### src/rtl/sccb_pkg.sv
// sccb_pkg -- shared definitions for the SCCB bit-level PHY.
//   CNT_W        : width of the quarter-period down-counter (QUARTER <= 1023)
//   OP_*         : cmd_op encodings offered by the upstream controller
//   state_e      : PHY FSM states
//   op_to_state  : maps an accepted cmd_op onto the FSM state that executes it
package sccb_pkg;

  localparam int CNT_W = 10;

  localparam logic [1:0] OP_START = 2'd0;
  localparam logic [1:0] OP_STOP  = 2'd1;
  localparam logic [1:0] OP_WRITE = 2'd2;
  localparam logic [1:0] OP_READ  = 2'd3;

  typedef enum logic [1:0] {
    ST_IDLE  = 2'd0,
    ST_START = 2'd1,
    ST_BIT   = 2'd2,
    ST_STOP  = 2'd3
  } state_e;

  // WRITE and READ share one state; they differ only in what SDA does.
  function automatic state_e op_to_state(input logic [1:0] op);
    state_e st;
    case (op)
      OP_START: st = ST_START;
      OP_STOP:  st = ST_STOP;
      default:  st = ST_BIT;
    endcase
    return st;
  endfunction

endpackage

### src/rtl/sccb_tick.sv
// sccb_tick -- quarter-period divider for the SCCB PHY.
// Ports:
//   clk, reset : system clock, asynchronous active-high reset
//   load       : reload the counter with QUARTER-1 (wins over enable)
//   enable     : decrement when nonzero; low freezes the count
//   tc         : terminal count, high while the counter sits at zero
module sccb_tick
  import sccb_pkg::*;
#(
  parameter int QUARTER = 125
) (
  input  logic clk,
  input  logic reset,
  input  logic load,
  input  logic enable,
  output logic tc
);

  localparam logic [CNT_W-1:0] RELOAD = CNT_W'(QUARTER - 1);

  logic [CNT_W-1:0] count_q;
  logic [CNT_W-1:0] count_d;

  always_comb begin
    count_d = count_q;
    if (load) begin
      count_d = RELOAD;
    end else if (enable && (count_q != '0)) begin
      count_d = count_q - CNT_W'(1);
    end
  end

  always_ff @(posedge clk or posedge reset) begin
    if (reset) begin
      count_q <= '0;
    end else begin
      count_q <= count_d;
    end
  end

  assign tc = (count_q == '0);

endmodule

### src/rtl/sccb_phy.sv
// sccb_phy -- SCCB (I2C-like) bit-level PHY with open-drain SCL/SDA enables.
// Executes one START / STOP / WRITE / READ bit command at a time, each as four
// quarter-period phases q0..q3. Outputs are registered so SCL/SDA enables
// change on the same edge as the FSM state.
// Optional feature: define SCCB_PHY_STRETCH_EN to honour slave clock stretching
// (quarter counter freezes in q1 while SCL is released but read back low).
// Ports:
//   clk, reset            : system clock, asynchronous active-high reset
//   cmd_valid/cmd_ready   : command handshake (ready only in IDLE)
//   cmd_op, cmd_bit       : command opcode and WRITE data bit
//   rsp_valid, rsp_bit    : completion pulse and sampled SDA value
//   scl_oe, sda_oe        : 1 = pull line low, 0 = release
//   scl_in, sda_in        : pad readback
//   bus_active            : high between completed START and completed STOP
module sccb_phy
  import sccb_pkg::*;
#(
  parameter int QUARTER = 125
) (
  input  logic       clk,
  input  logic       reset,
  input  logic       cmd_valid,
  output logic       cmd_ready,
  input  logic [1:0] cmd_op,
  input  logic       cmd_bit,
  output logic       rsp_valid,
  output logic       rsp_bit,
  output logic       scl_oe,
  output logic       sda_oe,
  input  logic       scl_in,
  input  logic       sda_in,
  output logic       bus_active
);

  state_e     state_q, state_d;
  logic [1:0] phase_q, phase_d;
  logic [1:0] op_q, op_d;
  logic       bit_q, bit_d;
  logic       bus_active_q, bus_active_d;
  logic       rsp_valid_q, rsp_valid_d;
  logic       rsp_bit_q, rsp_bit_d;
  logic       scl_oe_q, scl_oe_d;
  logic       sda_oe_q, sda_oe_d;
  logic       ready_en_q;

  logic accept;
  logic load;
  logic done;
  logic tc;
  logic tick_en;
  logic phase_end;
  logic stretch;

  // ready_en_q keeps cmd_ready low during reset and raises it on the first
  // edge after reset is released.
  assign cmd_ready = ready_en_q && (state_q == ST_IDLE);
  assign accept    = cmd_valid && cmd_ready;

`ifdef SCCB_PHY_STRETCH_EN
  // A slave holding SCL low while we release it in q1 stalls the phase.
  assign stretch = (state_q != ST_IDLE) && (phase_q == 2'd1) && !scl_oe_q && !scl_in;
`else
  logic unused_scl_in;
  assign unused_scl_in = scl_in;
  assign stretch       = 1'b0;
`endif

  assign tick_en   = !stretch;
  assign phase_end = (state_q != ST_IDLE) && tc && tick_en;

  sccb_tick #(
    .QUARTER (QUARTER)
  ) u_tick (
    .clk    (clk),
    .reset  (reset),
    .load   (load),
    .enable (tick_en),
    .tc     (tc)
  );

  // State register
  always_ff @(posedge clk or posedge reset) begin
    if (reset) begin
      state_q      <= ST_IDLE;
      phase_q      <= 2'd0;
      op_q         <= OP_START;
      bit_q        <= 1'b0;
      bus_active_q <= 1'b0;
      rsp_valid_q  <= 1'b0;
      rsp_bit_q    <= 1'b0;
      scl_oe_q     <= 1'b0;
      sda_oe_q     <= 1'b0;
      ready_en_q   <= 1'b0;
    end else begin
      state_q      <= state_d;
      phase_q      <= phase_d;
      op_q         <= op_d;
      bit_q        <= bit_d;
      bus_active_q <= bus_active_d;
      rsp_valid_q  <= rsp_valid_d;
      rsp_bit_q    <= rsp_bit_d;
      scl_oe_q     <= scl_oe_d;
      sda_oe_q     <= sda_oe_d;
      ready_en_q   <= 1'b1;
    end
  end

  // Next-state logic: command latch, phase sequencing, completion
  always_comb begin
    state_d = state_q;
    phase_d = phase_q;
    op_d    = op_q;
    bit_d   = bit_q;
    load    = 1'b0;
    done    = 1'b0;
    case (state_q)
      ST_IDLE: begin
        if (accept) begin
          state_d = op_to_state(cmd_op);
          phase_d = 2'd0;
          op_d    = cmd_op;
          bit_d   = cmd_bit;
          load    = 1'b1;
        end
      end
      default: begin
        if (phase_end) begin
          if (phase_q == 2'd3) begin
            state_d = ST_IDLE;
            phase_d = 2'd0;
            done    = 1'b1;
          end else begin
            phase_d = phase_q + 2'd1;
            load    = 1'b1;
          end
        end
      end
    endcase
  end

  // Response and bus-ownership tracking
  always_comb begin
    rsp_valid_d  = done;
    rsp_bit_d    = rsp_bit_q;
    bus_active_d = bus_active_q;
    if (accept) begin
      rsp_bit_d = 1'b0;
    end else if ((state_q == ST_BIT) && (phase_q == 2'd1) && phase_end) begin
      // Last cycle of q1: centre of the SCL-high window.
      rsp_bit_d = sda_in;
    end
    if (done && (state_q == ST_START)) begin
      bus_active_d = 1'b1;
    end else if (done && (state_q == ST_STOP)) begin
      bus_active_d = 1'b0;
    end
  end

  // Output logic, evaluated on the upcoming state/phase so the registered
  // enables line up with the state register.
  always_comb begin
    scl_oe_d = 1'b0;
    sda_oe_d = sda_oe_q;
    case (state_d)
      ST_IDLE: begin
        scl_oe_d = bus_active_d;
        sda_oe_d = sda_oe_q;
      end
      ST_START: begin
        case (phase_d)
          2'd0: begin scl_oe_d = bus_active_q; sda_oe_d = 1'b0; end
          2'd1: begin scl_oe_d = 1'b0;         sda_oe_d = 1'b0; end
          2'd2: begin scl_oe_d = 1'b0;         sda_oe_d = 1'b1; end
          default: begin scl_oe_d = 1'b1;      sda_oe_d = 1'b1; end
        endcase
      end
      ST_BIT: begin
        scl_oe_d = (phase_d == 2'd0) || (phase_d == 2'd3);
        sda_oe_d = (op_d == OP_WRITE) ? !bit_d : 1'b0;
      end
      default: begin // ST_STOP
        scl_oe_d = (phase_d == 2'd0);
        sda_oe_d = (phase_d != 2'd3);
      end
    endcase
  end

  assign rsp_valid  = rsp_valid_q;
  assign rsp_bit    = rsp_bit_q;
  assign scl_oe     = scl_oe_q;
  assign sda_oe     = sda_oe_q;
  assign bus_active = bus_active_q;

endmodule

### config.mk
export PLATFORM = sky130hd
export DESIGN_NAME = sccb_phy
export DESIGN_NICKNAME = d
export VERILOG_FILES = /design/src/rtl/sccb_pkg.sv /design/src/rtl/sccb_tick.sv /design/src/rtl/sccb_phy.sv
export SDC_FILE = /design/constraint.sdc
export NUM_CORES = 1
export LEC_CHECK = 0
export CAP_MARGIN = 10
export CORE_MARGIN = 2
export CORE_UTILIZATION = 47
export CTS_BUF_LIST = sky130_fd_sc_hd__clkbuf_8
export DETAILED_ROUTE_END_ITERATION = 16
export GPL_TIMING_DRIVEN = 0
export PLACE_DENSITY_LB_ADDON = 0.2
export SYNTH_ARGS = -nofsm -noshare
export SYNTH_HDL_FRONTEND = slang
export SYNTH_SLANG_ARGS = --single-unit
### constraint.sdc
create_clock -name clk -period 8.1 [get_ports clk]
set_input_delay 1.62 -clock clk [delete_from_list [all_inputs] [get_ports clk]]
set_output_delay 1.62 -clock clk [all_outputs]
set_load 0.01 [all_outputs]
==> summary.md <==
| Metric | Value |
|---|---|
| PnR worst setup slack | `4.52 ns` |
| Worst-Margin Slew | `0.874 ns` |
| Skew final | `0.00265 ns` |
| Mux share of post-synthesis cell area | `0.0659` |
| Clock Latency Late Sink | `0.26 ns` |
| RSZ-0062 raised after global routing | `false` |
| Min cycle time layout | `3.58 ns` |
| Syn Std Cell Area | `1310 µm²` |
| Hold crit path type | `register to register` |
| Worst EP arrival | `3.72 ns` |
| Largest cells by area after synthesis | `dfrtp_1 44%, ha_1 9.6%, nor2_1 4.6%` |
| Final WL | `2.43 mm` |
| Sequential fraction of the synthesis area | `0.439` |
| CTS Buf Count | `3` |
| Fraction of the mapped netlist area in adder cells | `0.0955` |
| Post-CTS Setup Bufs | `0` |
| Fin cells | `181` |
| Detailed Place HPWL | `1.88 mm` |
| FP Rows | `19` |
| GPL Wtd Cong | `0.778` |
| Crit end category | `register` |
| Total grt overflow | `0` |
| Sum Neg Setup Slack | `0 ns` |
| DIE HEIGHT | `56.8 µm` |
| CORE AREA | `2710 µm²` |
| Largest fanout on the critical path | `7` |
| Antenna cells | `0` |
| Placed Instances | `177` |
| Longest Clk Path Bufs | `2` |
| # clock sinks | `23` |
| Top cell type's share of synthesized area | `0.439` |
| Vias in the first global route | `1,041` |
| Total area of sequential cells | `576 µm²` |
| Lkg Pwr | `0.670 nW` |
| Die area | `3230 µm²` |
| Chip Width | `56.8 µm` |
| Pre-CTS WS | `4.27 ns` |
| CP Class | `primary input to register` |
| Post_cts resized | `0` |
| # IOs | `14` |
| Layout cells sized above 1 | `0.0933` |
| Vias per inst | `5.40` |
| Post-CTS Hold Fix Bufs | `0` |
| Power per Cell Area | `273 nW/µm²` |
| Top-count cell post-synth | `dfrtp_1` |
| DR iter-0 viols | `39` |
| Worst-path clk slew | `0.08 ns` |
| Seq cells post-synth | `23` |
| Synthesized instance count | `134` |
| Root Buffer | `clkbuf_8` |
| MaxCap Viol Count | `0` |
| Async set-reset flop share out of synthesis | `1.00` |
| Post-synthesis compound-gate area fraction | `0.0907` |
| Post-DRT Antenna Nets | `0` |
| Fmax | `0.279 GHz` |
| Net Count, Synth | `152` |
| VDD IR-drop max | `0.186 mV` |
| Worst path required time | `8.24 ns` |
| Fill cell count | `245` |
| Post-synth EDFFs | `0` |
| Final Cycle Share | `0.442` |
| Syn-to-layout area delta | `15.6%` |
| Final-report hold violation count | `0` |
| Synthesized area per cell | `9.78 µm²` |
| Slew HR | `0.417` |
| DRC viols | `0` |
| First-pass DRT Iterations | `4` |
| Nets@finish | `169` |
| Outcome | `completed` |
| CTS tree | `built` |
| Largest net degree at the start of global routing | `24` |
| Top_reg_cell synth | `dfrtp_1` |
| Vias | `978` |
| Largest family of logic cells by synthesized area | `simple AND/OR/NAND/NOR gates` |
| Routed wire length per instance | `13.4 µm` |
| CTS H-tree lvls | `1` |
| Worst Setup Start Kind | `primary input` |
| Xor and xnor area share after synthesis | `0.0267` |
| Max Transition Viols Final | `0` |
| Yosys cell types | `37` |
| Final setup viols | `0` |
| Most frequent cells after synthesis | `23 x dfrtp_1, 16 x nor2_1, 12 x nand2_1, 10 x ha_1, 8 x inv_1` |
| Simple-Gate Fraction of Synth Area | `0.239` |
| Multi-input gate area | `682 µm²` |
| Final cell utilization of the core | `0.559` |
| First-pass GRT wire length | `4.54 mm` |
| # port buffers | `12` |
| Area leader, netlist | `dfrtp_1` |
| Global Route Usage Sum | `0.177` |
| Yosys warns | `0` |
| Starting Density | `0.483` |
| Initial antenna violation count | `0` |
cells in the final DEF (no fill, tap or decap), types with 5 or more instances in the layout:
master / n
ha_1: 10
a21oi_1: 5
inv_1: 9
o21ai_0: 6
nor2_1: 16
nand2_1: 12
dfrtp_1: 23
clkdlybuf4s50_1: 12
through the flow:
stage | power (mW) | hold slack [ns] | cell area (µm²)
2_1_floorplan | 0.301 | 0.441 | 1310
3_3_place_gp | 0.340 | 0.462 | 1470
3_5_place_dp | 0.349 | 0.466 | 1470
4_1_cts | 0.419 | 0.486 | 1510
5_1_grt | 0.450 | 0.506 | 1510
6_report | 0.414 | 0.485 | 1510
worst paths after layout:
path | from | end | slack [ns] | depth (start not counted)
max in group asynchronous | reset | sda_oe$_DFFE_PP0N_ | 5.72 | 2
min reg2reg | op_q[1]$_DFF_PP0_ | op_q[1]$_DFF_PP0_ | 0.48 | 2
min in group asynchronous | reset | u_tick.count_q[8]$_DFFE_PP0P_ | 1.84 | 2
max | cmd_valid | scl_oe$_DFF_PP0_ | 4.52 | 10
max reg2reg | u_tick.count_q[0]$_DFFE_PP0P_ | scl_oe$_DFF_PP0_ | 5.16 | 13
min | op_q[1]$_DFF_PP0_ | op_q[1]$_DFF_PP0_ | 0.48 | 2
cell type report:
cell class | count | area share
Inverter | 8 | 0.0198
Sequential cell | 23 | 0.380
Tap cell | 31 | 0.0256
Timing Repair Buffer | 12 | 0.0793
Buffer | 4 | 0.0149
Multi-Input combinational cell | 99 | 0.450
Clock inverter | 1 | 0.00248
Clock buffer | 3 | 0.0273
logic make-up after synthesis:
kind of cell	count (synthesis)
simple gates	58
other cells	1
xor+xnor	4
buf+inv	12
mux	7
flops	23
fa+ha+maj	10
compound gates	19
metal layers:
layer  vias to the layer above  global-route usage  share of wire
li1                        491                   -              -
met1                       472               0.235           0.46
met2                        10               0.299           0.51
met3                         5              0.0276          0.013
met4                         0              0.0498          0.016
met5                         -                   0              0
flip-flops by register name, summed over array words and instances, names as in the netlist, 2 cells and up:
| name | count |
|---|---|
| op_q | 2 |
| phase_q | 2 |
| state_q | 2 |
| u_tick.count_q | 10 |
report_power, final:
part	switching, mW	total (mW)	internal [mW]
clock	0.0350	0.0688	0.0338
combinational	0.0770	0.155	0.0782
sequential	0.0357	0.190	0.154
worst max-delay path: stages:
cell             delay, ns
clkdlybuf4s50_1       0.42
nand4bb_1             0.10
clkbuf_1              0.27
nor2_1                0.09
a21oi_1               0.25
inv_1                 0.13
ha_1                  0.21
or2_2                 0.30
a211oi_1              0.24
a21oi_1               0.08
(Power assumes the default switching activity.)
